## src/rtl/ps2_key_tracker.sv

```systemverilog
// PS/2 keyboard receiver: synchronised and glitch-filtered line sampling, frame FSM,
// E0/F0 prefix decoder, per-key held state and a first-word fall-through event FIFO.
module ps2_key_tracker #(
   parameter int                    NUM_KEYS    = 4,
   // entry 0 (bits [8:0]) is 9'h029, the space bar
   parameter logic [NUM_KEYS*9-1:0] KEY_CODES   = {9'h172, 9'h174, 9'h16B, 9'h029},
   parameter int                    FIFO_DEPTH  = 8,
   parameter int                    FILTER_LEN  = 8,
   parameter int                    TIMEOUT_CYC = 100000
) (
   input  logic                          CLOCK_50,
   input  logic                          reset,
   input  logic                          PS2_CLK,
   input  logic                          PS2_DAT,
   output logic [NUM_KEYS-1:0]           key_down,
   output logic                          ev_valid,
   input  logic                          ev_ready,
   output logic [7:0]                    ev_code,
   output logic                          ev_ext,
   output logic                          ev_break,
   output logic [$clog2(FIFO_DEPTH):0]   ev_count,
   output logic                          overflow,
   output logic                          frame_err
);
   localparam int PTR_W  = $clog2(FIFO_DEPTH);
   localparam int CNT_W  = PTR_W + 1;
   localparam int FCNT_W = $clog2(FILTER_LEN + 1);
   localparam int TO_W   = $clog2(TIMEOUT_CYC + 1);

   typedef enum logic [1:0] {IDLE, DATA, PARITY, STOP} rx_state_e;
   typedef struct packed {
      logic [7:0] code;
      logic       ext;
      logic       brk;
   } ev_t;

   logic              clk_meta_q, clk_sync_q, dat_meta_q, dat_sync_q;
   logic              filt_q, filt_d, filt_prev_q;
   logic [FCNT_W-1:0] fcnt_q, fcnt_d;
   rx_state_e         state_q, state_d;
   logic [7:0]        shift_q, shift_d, byte_q, byte_d;
   logic [2:0]        bitcnt_q, bitcnt_d;
   logic              par_q, par_d, byte_vld_q, byte_vld_d, ferr_q, ferr_d;
   logic [TO_W-1:0]   tcnt_q, tcnt_d;
   logic              ext_q, ext_d, brk_q, brk_d, evt_vld_q, evt_vld_d;
   ev_t               evt_q, evt_d;
   logic [NUM_KEYS-1:0] key_q, key_d;
   ev_t               fifo_mem [FIFO_DEPTH];
   logic [PTR_W-1:0]  wr_ptr_q, wr_ptr_d, rd_ptr_q, rd_ptr_d;
   logic [CNT_W-1:0]  count_q, count_d;
   logic              ovf_q, ovf_d;
   logic              fall, push, pop, full, wr_en;

   // Clock filter: flip only after FILTER_LEN consecutive samples disagree with it
   always_comb begin
      filt_d = filt_q;
      fcnt_d = '0;
      if (clk_sync_q != filt_q) begin
         if (fcnt_q == FCNT_W'(FILTER_LEN - 1)) filt_d = clk_sync_q;
         else                                    fcnt_d = fcnt_q + 1'b1;
      end
   end

   assign fall = filt_prev_q & ~filt_q;

   always_comb begin
      state_d    = state_q;
      shift_d    = shift_q;
      bitcnt_d   = bitcnt_q;
      par_d      = par_q;
      byte_d     = byte_q;
      byte_vld_d = 1'b0;
      ferr_d     = 1'b0;
      tcnt_d     = (state_q == IDLE || fall) ? '0 : tcnt_q + 1'b1;
      if (fall) begin
         case (state_q)
            IDLE: begin
               if (!dat_sync_q) begin
                  state_d  = DATA;
                  shift_d  = '0;
                  bitcnt_d = '0;
               end else begin
                  ferr_d = 1'b1;
               end
            end
            DATA: begin
               shift_d  = {dat_sync_q, shift_q[7:1]};
               bitcnt_d = bitcnt_q + 1'b1;
               if (bitcnt_q == 3'd7) state_d = PARITY;
            end
            PARITY: begin
               par_d   = ^{shift_q, dat_sync_q};
               state_d = STOP;
            end
            STOP: begin
               state_d = IDLE;
               if (dat_sync_q && par_q) begin
                  byte_vld_d = 1'b1;
                  byte_d     = shift_q;
               end else begin
                  ferr_d = 1'b1;
               end
            end
         endcase
      end else if (state_q != IDLE && tcnt_q == TO_W'(TIMEOUT_CYC - 1)) begin
         state_d = IDLE;
         ferr_d  = 1'b1;
      end
   end

   // Prefix decoder: E0/F0 arm flags, housekeeping bytes vanish without touching them
   always_comb begin
      ext_d     = ext_q;
      brk_d     = brk_q;
      evt_vld_d = 1'b0;
      evt_d     = evt_q;
      if (byte_vld_q) begin
         case (byte_q)
            8'hE0: ext_d = 1'b1;
            8'hF0: brk_d = 1'b1;
            8'hE1, 8'hAA, 8'hFA, 8'hEE, 8'hFE: begin end
            default: begin
               evt_vld_d = 1'b1;
               evt_d     = '{code: byte_q, ext: ext_q, brk: brk_q};
               ext_d     = 1'b0;
               brk_d     = 1'b0;
            end
         endcase
      end
      if (ferr_q) begin
         ext_d = 1'b0;
         brk_d = 1'b0;
      end
   end

   always_comb begin
      key_d = key_q;
      if (evt_vld_q)
         for (int i = 0; i < NUM_KEYS; i++)
            if ({evt_q.ext, evt_q.code} == KEY_CODES[i*9 +: 9]) key_d[i] = ~evt_q.brk;
   end

   assign ev_valid = (count_q != '0);
   assign full     = (count_q == CNT_W'(FIFO_DEPTH));
   assign push     = evt_vld_q;
   assign pop      = ev_valid & ev_ready;
   assign wr_en    = push & (~full | pop);

   always_comb begin
      wr_ptr_d = wr_ptr_q + PTR_W'(wr_en);
      rd_ptr_d = rd_ptr_q + PTR_W'(pop);
      count_d  = count_q + CNT_W'(wr_en) - CNT_W'(pop);
      ovf_d    = ovf_q | (push & full & ~pop);
   end

   always_ff @(posedge CLOCK_50) begin
      if (reset) begin
         clk_meta_q <= 1'b1;  clk_sync_q <= 1'b1;
         dat_meta_q <= 1'b1;  dat_sync_q <= 1'b1;
         filt_q     <= 1'b1;  filt_prev_q <= 1'b1;
         fcnt_q     <= '0;
         state_q    <= IDLE;
         shift_q    <= '0;    bitcnt_q <= '0;
         par_q      <= 1'b0;  tcnt_q   <= '0;
         byte_q     <= '0;    byte_vld_q <= 1'b0;
         ferr_q     <= 1'b0;
         ext_q      <= 1'b0;  brk_q    <= 1'b0;
         evt_vld_q  <= 1'b0;  evt_q    <= '0;
         key_q      <= '0;
         wr_ptr_q   <= '0;    rd_ptr_q <= '0;
         count_q    <= '0;    ovf_q    <= 1'b0;
      end else begin
         clk_meta_q <= PS2_CLK;  clk_sync_q <= clk_meta_q;
         dat_meta_q <= PS2_DAT;  dat_sync_q <= dat_meta_q;
         filt_q     <= filt_d;   filt_prev_q <= filt_q;
         fcnt_q     <= fcnt_d;
         state_q    <= state_d;
         shift_q    <= shift_d;  bitcnt_q <= bitcnt_d;
         par_q      <= par_d;    tcnt_q   <= tcnt_d;
         byte_q     <= byte_d;   byte_vld_q <= byte_vld_d;
         ferr_q     <= ferr_d;
         ext_q      <= ext_d;    brk_q    <= brk_d;
         evt_vld_q  <= evt_vld_d; evt_q   <= evt_d;
         key_q      <= key_d;
         wr_ptr_q   <= wr_ptr_d; rd_ptr_q <= rd_ptr_d;
         count_q    <= count_d;  ovf_q    <= ovf_d;
      end
   end

   always_ff @(posedge CLOCK_50) begin
      if (wr_en) fifo_mem[wr_ptr_q] <= evt_q;
   end

   assign key_down  = key_q;
   assign ev_code   = fifo_mem[rd_ptr_q].code;
   assign ev_ext    = fifo_mem[rd_ptr_q].ext;
   assign ev_break  = fifo_mem[rd_ptr_q].brk;
   assign ev_count  = count_q;
   assign overflow  = ovf_q;
   assign frame_err = ferr_q;
endmodule

```

## config.mk

```make
export PLATFORM = sky130hd
export DESIGN_NAME = ps2_key_tracker
export DESIGN_NICKNAME = d
export VERILOG_FILES = /design/src/rtl/ps2_key_tracker.sv
export SDC_FILE = /design/constraint.sdc
export NUM_CORES = 1
export LEC_CHECK = 0
export CORE_MARGIN = 2
export CORE_UTILIZATION = 40
export DETAILED_ROUTE_END_ITERATION = 8
export GPL_ROUTABILITY_DRIVEN = 0
export PLACE_DENSITY_LB_ADDON = 0.1
export RECOVER_POWER = 100
export SYNTH_ARGS = -nofsm -noshare
export SYNTH_HDL_FRONTEND = slang
export SYNTH_SLANG_ARGS = --single-unit
```

## constraint.sdc

```tcl
create_clock -name CLOCK_50 -period 6.2 [get_ports CLOCK_50]
set_input_delay 0.93 -clock CLOCK_50 [delete_from_list [all_inputs] [get_ports CLOCK_50]]
set_output_delay 0.93 -clock CLOCK_50 [all_outputs]
set_load 0.05 [all_outputs]
```

==> impl_metrics.csv, run 1 <==
group,metric,value,unit
detailed_routing,dr.pass1.iters,4,
timing,rsz0062_at_grt,"no",
cells_and_area,finalNetCount,546,
cells_and_area,n_antenna_cell,0,
logic_synthesis,ys_seq_area_share,62.0,%
critical_path,cp_max_fo,21,
cells_and_area,multi_input_area,2280,um2
clocking,clock-sinks,159,
cells_and_area,seqCellArea,3980,um2
timing,tns,0,ns
global_routing,first_global_vias,3891,
die,die_height,131,um
die,die_w,131,um
logic_synthesis,syn_nets,515,
clocking,clk_path_buf_depth,2,
clocking,holdBufCountCts,0,
timing,worst_pin_slew,1.99,ns
critical_path,path_cells,"mux4_2 -> mux2_2 -> dlygate4sd3_1",
logic_synthesis,synth_top_area_share,37.4,%
logic_synthesis,yosysMostFrequentCell,"edfxtp_1",
place,placedCellCount,720,
critical_path,cp-start-kind,"register",
cells_and_area,final-instance-count-excl-fill,752,
power,cellPowerDensity,358,nW/um2
cells_and_area,stdcell_area,7460,um2
critical_path,path_delay_family,"flip-flops",
die,rows,46,
die,fp.dieArea,17100,um2
detailed_routing,drtAntennaViolNets,0,
logic_synthesis,synth_flop_cell,"edfxtp_1",
timing,fin_ws,2.36,ns
timing,setup_viol,0,
critical_path,crit_required,5.27,ns
worst_hold_path,hp-class,"register to register",
die,start_util,40.7,%
run_status,violations,"capacitance limit, slew limit",
global_routing,grt_max_degree,50,
logic_synthesis,synth_top_cell_by_area,"edfxtp_1",
job,cap_viol_max_count,1,
logic_synthesis,synth.top_cells.by_count,"edfxtp_1, dfxtp_1, nor2_1",
place,dp_hpwl,8.03,mm
critical_path,path_buf_inv,1,
cells_and_area,drive_gt1_share,13.2,%
detailed_routing,drt_iter0_markers,226,
clocking,cts_resized,0,
critical_path,end_kind,"output port",
clocking,cts_root_buf,"clkbuf_16",
logic_synthesis,yosys_register_bits,159,
cells_and_area,fillCellCount,1463,
clocking,cts.clk_slew.worst_paths,0.06,ns
place,place_ws,2.85,ns
timing,whs,0.417,ns
cells_and_area,final_util,47.3,%
global_routing,grt.total_usage,15.8,%
detailed_routing,vias_per_cell,5.07,
place,numPortBuffers,25,
clocking,post_cts_buffers,0,
clocking,clk_latency,0.42,ns
detailed_routing,num_vias,3811,
logic_synthesis,synth_cell_type_count,44,
timing,hold_violations,0,
global_routing,grt_antenna_before_repair,0,
global_routing,grt_overflow,0,
logic_synthesis,synthArstFlopShare,0,%
power,ir_worst_vdd,206,uV
detailed_routing,wl_per_cell,16.1,um
critical_path,cp_slowest_cell,"dfxtp_1",
logic_synthesis,synthTopCellsByArea,"edfxtp_1, dfxtp_1, mux4_2, ha_1, nor2_1",
global_routing,grt_pass1_wl,20.0,mm
logic_synthesis,syn_area,6420,um2
place,place_area,6900,um2
die,ioPinCount,26,
logic_synthesis,synth_cells,492,
logic_synthesis,postSynthAreaPerCell,13.1,um2
clocking,h-tree-depth,4,
detailed_routing,drcViolationCount,0,
clocking,cts_tree,"built",
power,power,2.67,mW
timing,fin_crit,3.84,ns
logic_synthesis,yosys_warnings,0,
detailed_routing,routed_wl,12.1,mm
timing,slew_headroom,-32.6,%
cells_and_area,area_growth,16.1,%
clocking,cts_made_buffers,17,
timing,period_share,61.9,%
run_status,outcome,"finished with violations",
critical_path,worstSetupPathType,"register to output port",
die,core-area,15800,um2
critical_path,cpPeakStageDelay,1.00,ns
critical_path,cp.arrival,2.91,ns
logic_synthesis,synth-edff-count,80,
timing,fin_skew,0.00579,ns
timing,fmax,0.261,GHz
power,leakagePower,2.54,nW
timing,final_max_slew_viol_count,50,
[per-layer routing]
metal | wire (um) | up-vias | track usage (%)
li1 | - | 1858 | -
met3 | 251 | 14 | 3.42
met2 | 6340 | 38 | 26.9
met5 | 0 | - | 0
met1 | 5350 | 1901 | 19.1
met4 | 173 | 0 | 7.45
[final cells by class]
type	instances	area share [%]
repair buffers	32	3.68
multi-input cells	299	30.6
clock buffers	22	6.49
well taps	216	3.62
inverters	14	0.705
flip-flops and latches	159	53.4
clock inverters	10	1.48
[registers in the layout, summed over array words and instances (netlist names), 2 cells and up]
signal,flops
evt_q,10
wr_ptr_q,3
fcnt_q,4
rd_ptr_q,3
key_down,4
bitcnt_q,3
state_q,2
byte_q,8
tcnt_q,17
shift_q,8
fifo_mem,80
ev_count,4
[where the power goes]
| group | leakage [nW] | internal, mW | switching, mW |
|---|---|---|---|
| Combinational | 0.871 | 0.219 | 0.282 |
| Clock | 0.292 | 0.633 | 0.397 |
| Sequential | 1.38 | 1.11 | 0.0271 |
| Total | 2.54 | 1.96 | 0.706 |
[cell families after synthesis]
logic type,synth area share [%]
AND/OR/NAND/NOR,12.3
AO/OA/AOI/OAI,5.36
buffers and inverters,2.30
adder cells (fa/ha/maj),3.62
XOR/XNOR,4.03
flip-flops,62.0
multiplexers,10.3
[cells in the final DEF (no fill, tap or decap), types with 7 or more instances in the layout]
cell type | Yosys | layout
dfxtp_1 | 79 | 79
edfxtp_1 | 80 | 80
inv_1 | 14 | 14
ha_1 | 17 | 17
mux4_2 | 20 | 20
nand4_1 | 7 | 7
a21oi_1 | 22 | 23
nor2_1 | 53 | 53
nand2_1 | 34 | 34
a22o_1 | 10 | 10
mux2_2 | 10 | 10
nor2b_1 | 8 | 8
dlygate4sd3_1 | 0 | 22
nand3_1 | 20 | 20
mux2i_1 | 10 | 10
clkbuf_1 | 13 | 8
nand2b_1 | 8 | 8
clkbuf_16 | 0 | 17
xor2_1 | 10 | 10
xnor2_1 | 17 | 17
[worst register-to-register path, delay by kind of cell (launching register included)]
| family | cells | cell delay [ns] |
|---|---|---|
| flip-flops | 1 | 0.32 |
| AO/OA/AOI/OAI | 1 | 0.33 |
| adder cells (fa/ha/maj) | 1 | 0.22 |
| buffers and inverters | 2 | 0.74 |
| AND/OR/NAND/NOR | 3 | 0.50 |
[worst paths after layout]
path	startpoint	to	slack, ns	cells after the start
max	rd_ptr_q[1]	ev_code[0]	2.36	3
min	clk_meta_q	clk_sync_q	0.42	1
max reg2reg	ev_count[2]	fifo_mem[0][8]	3.71	7
min reg2reg	clk_meta_q	clk_sync_q	0.42	1
Power figures use the tool's default switching activity.
==> run 2, diff against run 1 <==
==> constraint.sdc (replaced) <==
create_clock -name CLOCK_50 -period 3.2 [get_ports CLOCK_50]
set_input_delay 0.48 -clock CLOCK_50 [delete_from_list [all_inputs] [get_ports CLOCK_50]]
set_output_delay 0.48 -clock CLOCK_50 [all_outputs]
set_load 0.05 [all_outputs]
==> run 2 against run 1 <==
Effect of this change: the flow now finishes without violations; final cell count grew 0.53%; via count shrank 0.60%; wire length shrank 1.7%; clock-buffer cell count is the same; critical path type unchanged.
==> impl_metrics.csv, run 2 (same netlist as run 1, synthesis figures left out) <==
group,metric,value,unit
run_status,outcome,"complete, no violations",
cells_and_area,layout_commonest_cell,"edfxtp_1",
global_routing,grt_pass1_wl,19.3,mm
cells_and_area,largest-register,"fifo_mem",
place,dp_hpwl,8.13,mm
power,leakagePower,2.53,nW
timing,rsz0062_at_grt,"no",
global_routing,grt_overflow,0,
clocking,h-tree-depth,4,
clocking,clk_path_buf_depth,2,
critical_path,crit_required,2.72,ns
clocking,cts_tree,"built",
critical_path,worstSetupPathType,"register to output port",
clocking,cts_root_buf,"clkbuf_16",
die,rows,46,
clocking,cts_made_buffers,17,
timing,hold_violations,0,
clocking,cts_resized,0,
timing,slew_headroom,23.3,%
cells_and_area,finalNetCount,550,
critical_path,cp.arrival,2.28,ns
die,core-area,15800,um2
detailed_routing,drtAntennaViolNets,0,
detailed_routing,vias_per_cell,5.01,
cells_and_area,n_antenna_cell,0,
critical_path,cp-start-kind,"register",
power,ir_worst_vdd,370,uV
timing,fmax,0.363,GHz
die,fp.dieArea,17100,um2
detailed_routing,drt_iter0_markers,173,
detailed_routing,num_vias,3788,
place,placedCellCount,724,
detailed_routing,drcViolationCount,0,
detailed_routing,routed_wl,11.9,mm
timing,worst_pin_slew,1.15,ns
worst_hold_path,hp-class,"register to register",
cells_and_area,drive_gt1_share,13.5,%
job,cap_viol_max_count,0,
detailed_routing,dr.pass1.iters,4,
clocking,cts.clk_slew.worst_paths,0.06,ns
global_routing,grt_max_degree,26,
timing,tns,0,ns
clocking,clock-sinks,159,
cells_and_area,final-instance-count-excl-fill,756,
cells_and_area,reg_top3,"fifo_mem x80, tcnt_q x17, evt_q x10",
clocking,clk_latency,0.42,ns
timing,fin_crit,2.76,ns
cells_and_area,multi_input_area,2280,um2
timing,fin_skew,0.00540,ns
cells_and_area,mostFrequentLayoutCells,"edfxtp_1, dfxtp_1, nor2_1",
global_routing,first_global_vias,3675,
timing,period_share,86.2,%
power,power,5.11,mW
cells_and_area,largest_reg_flops,80,
timing,setup_viol,0,
critical_path,end_kind,"output port",
detailed_routing,wl_per_cell,15.7,um
clocking,post_cts_buffers,0,
global_routing,grt_antenna_before_repair,0,
cells_and_area,seqCellArea,3980,um2
clocking,holdBufCountCts,0,
critical_path,cp_max_fo,21,
cells_and_area,area_growth,15.2,%
timing,final_max_slew_viol_count,0,
place,numPortBuffers,25,
die,die_w,131,um
die,die_height,131,um
die,start_util,40.7,%
cells_and_area,fillCellCount,1457,
power,cellPowerDensity,691,nW/um2
die,ioPinCount,26,
global_routing,grt.total_usage,15.1,%
-- run 2: layout make-up --
cell class                      instances  share of cell area [%]
Sequential cell                       159                    53.8
Multi-Input combinational cell        299                    30.8
Clock buffer                           22                    6.56
Tap cell                              216                    3.65
Timing Repair Buffer                   36                    3.36
Clock inverter                         10                    1.13
Inverter                               14                   0.710
-- run 2: worst max-delay path, cell delays in order, from the launching register on --
cell	delay (ns)
dfxtp_1	0.30
buf_4	0.37
mux4_2	0.60
mux2_2	0.28
clkbuf_1	0.29
-- run 2: final timing paths --
check             depth (start not counted)             end  slack [ns]         from
setup / recovery                          4      ev_code[6]        0.44  rd_ptr_q[0]
hold / removal                            1      dat_sync_q        0.41   dat_meta_q
setup reg to reg                          7  fifo_mem[1][5]        0.85  ev_count[2]
hold reg to reg                           1      dat_sync_q        0.41   dat_meta_q
-- run 2: through the flow --
stage | hold WS [ns] | cell area [um2] | util [%] | setup slack [ns]
5_1_grt | 0.419 | 7400 | 46.9 | 0.311
3_5_place_dp | 0.394 | 6910 | 43.8 | 0.771
2_1_floorplan | 0.389 | 6420 | - | 0.510
3_3_place_gp | 0.397 | 6910 | 43.8 | 0.825
6_report | 0.407 | 7400 | 46.9 | 0.442
4_1_cts | 0.409 | 7480 | 47.5 | 0.489
-- run 2: per-layer routing --
| metal | routed length [um] | vias to the layer above | GRT usage (%) |
|---|---|---|---|
| met2 | 5540 | 54 | 23.7 |
| li1 | - | 1860 | - |
| met4 | 218 | 0 | 6.95 |
| met1 | 5800 | 1855 | 19.8 |
| met3 | 337 | 19 | 3.75 |
| met5 | 0 | - | 0 |
-- run 2: report_power, final --
group	leakage, nW	internal (mW)	total (mW)	switching (mW)
registers	1.38	2.16	2.20	0.0400
logic	0.870	0.401	0.988	0.587
clock network	0.285	1.15	1.93	0.775
total	2.53	3.71	5.11	1.40
==> run 3, diff against run 2 <==
--- a/config.mk
+++ b/config.mk
@@ -5,6 +5,7 @@
 export SDC_FILE = /design/constraint.sdc
 export NUM_CORES = 1
 export LEC_CHECK = 0
+export CORE_ASPECT_RATIO = 0.6
 export CORE_MARGIN = 2
 export CORE_UTILIZATION = 40
 export DETAILED_ROUTE_END_ITERATION = 8
==> run 3 against run 2 <==
Effect of this change: core utilization increased by 0.74 points; clock skew increased by 0.0094 ns; wire length increased by 6.4%; register-to-register slack got worse by 0.17 ns; critical path type unchanged; critical endpoint is now ev_break; largest cell class unchanged.
==> impl_metrics.csv, run 3 (same netlist as run 1, synthesis figures left out) <==
group,metric,value,unit
timing,rsz0062_at_grt,"no",
critical_path,end_kind,"output port",
detailed_routing,dr.pass1.iters,4,
cells_and_area,mostFrequentLayoutCells,"edfxtp_1, dfxtp_1, nor2_1",
place,placedCellCount,711,
critical_path,cp_max_fo,21,
run_status,outcome,"complete, no violations",
clocking,cts_root_buf,"clkbuf_16",
critical_path,path_cells,"buf_4 -> mux4_2 -> mux2_2 -> clkbuf_1",
clocking,holdBufCountCts,0,
clocking,cts_tree,"built",
clocking,cts_resized,0,
timing,slew_headroom,2.93,%
cells_and_area,layout_commonest_cell,"edfxtp_1",
cells_and_area,final-instance-count-excl-fill,743,
global_routing,first_global_vias,3851,
place,numPortBuffers,25,
detailed_routing,drcViolationCount,0,
critical_path,path_buf_inv,2,
die,die_w,168,um
detailed_routing,wl_per_cell,17.0,um
clocking,clock-sinks,159,
job,cap_viol_max_count,0,
power,leakagePower,2.55,nW
cells_and_area,largest-register,"fifo_mem",
die,die_height,102,um
power,ir_worst_vdd,386,uV
die,rows,35,
global_routing,grt.total_usage,16.2,%
detailed_routing,routed_wl,12.7,mm
timing,fin_ws,0.419,ns
timing,fin_skew,0.0148,ns
global_routing,grt_antenna_before_repair,0,
detailed_routing,vias_per_cell,5.10,
cells_and_area,finalNetCount,550,
clocking,h-tree-depth,4,
power,p_sw,1.43,mW
cells_and_area,fillCellCount,1323,
critical_path,crit_required,2.72,ns
cells_and_area,reg_top3,"fifo_mem x80, tcnt_q x17, evt_q x10",
timing,whs,0.410,ns
cells_and_area,area_growth,15.4,%
critical_path,cpPeakStageDelay,0.56,ns
place,place_area,6890,um2
cells_and_area,largest_reg_flops,80,
cells_and_area,stdcell_area,7410,um2
timing,setup_viol,0,
critical_path,cp_slowest_cell,"mux4_2",
power,clkPwrFrac,39.0,%
power,p_int,3.78,mW
global_routing,grt_overflow,0,
critical_path,cp-start-kind,"register",
timing,tns,0,ns
die,fp.dieArea,17100,um2
detailed_routing,drt_iter0_markers,312,
die,start_util,41.3,%
die,core-area,15500,um2
worst_hold_path,hp-class,"register to register",
power,cellPowerDensity,703,nW/um2
timing,fmax,0.360,GHz
die,ioPinCount,26,
critical_path,cp.arrival,2.30,ns
critical_path,path_delay_family,"multiplexers",
cells_and_area,n_antenna_cell,0,
power,seq_power_share,41.9,%
clocking,clk_path_buf_depth,2,
timing,period_share,86.9,%
global_routing,grt_pass1_wl,21.0,mm
clocking,cts_made_buffers,17,
power,combPwrFrac,19.1,%
detailed_routing,num_vias,3790,
cells_and_area,drive_gt1_share,13.9,%
global_routing,grt_max_degree,31,
timing,hold_violations,0,
timing,final_max_slew_viol_count,0,
clocking,post_cts_buffers,0,
power,sw_frac_of_total,27.5,%
place,dp_hpwl,8.79,mm
timing,worst_pin_slew,1.46,ns
critical_path,worstSetupPathType,"register to output port",
timing,fin_crit,2.78,ns
clocking,clk_latency,0.42,ns
place,place_ws,0.680,ns
clocking,cts.clk_slew.worst_paths,0.06,ns
detailed_routing,drtAntennaViolNets,0,
-- run 3: cell types whose count changed in the layout (fill, tap and decap cells not counted), moves of 2 or more --
cell / before / now
clkinv_4: 1 / 4
clkbuf_8: 2 / 0
clkinv_2: 5 / 0
clkbuf_16: 18 / 20
clkbuf_1: 19 / 17
clkbuf_2: 2 / 5
-- run 3: metal layers --
metal,vias up,global-route usage (%),share of wire [%]
met5,-,0,0
met4,0,4.75,0.96
met3,15,4.11,4.8
met2,78,23.4,40
met1,1832,24.2,54
li1,1865,-,-
-- run 3: final timing paths --
path | start | slack (ns) | endpoint | depth (start not counted)
max | rd_ptr_q[0] | 0.42 | ev_break | 4
min | dat_meta_q | 0.41 | dat_sync_q | 1
max reg2reg | ev_count[3] | 0.68 | fifo_mem[7][5] | 7
min reg2reg | dat_meta_q | 0.41 | dat_sync_q | 1
-- run 3: power by group through the flow --
stage               Combinational [mW]  Clock, mW  Sequential, mW
global placement                  1.04          0            2.23
detailed placement                1.06          0            2.23
floorplan                        0.721          0            2.30
CTS                               1.06       2.08            2.18
global route                      1.08       2.16            2.19
finish                           0.995       2.03            2.18
-- run 3: layout make-up --
class	count	area, um2	area share, %
multi-input cells	299	2280	30.7
flip-flops and latches	159	3980	53.8
repair buffers	36	239	3.22
inverters	14	52.6	0.709
clock buffers	23	513	6.92
well taps	203	254	3.43
clock inverters	9	92.6	1.25
-- run 3: worst reg2reg max path, cell delays in order, from the launching register on --
cell,delay (ns)
dfxtp_1,0.39
inv_1,0.06
ha_1,0.18
nand2b_1,0.16
a31oi_1,0.38
nand2_1,0.19
nor2_1,0.31
clkbuf_1,0.47
-- run 3: per-stage QoR --
stage                     util, %  power [mW]
final                        47.7        5.21
after floorplan                 -        3.02
after detailed placement     44.3        3.28
after global routing         47.7        5.43
after global placement       44.3        3.27
after CTS                    48.2        5.33
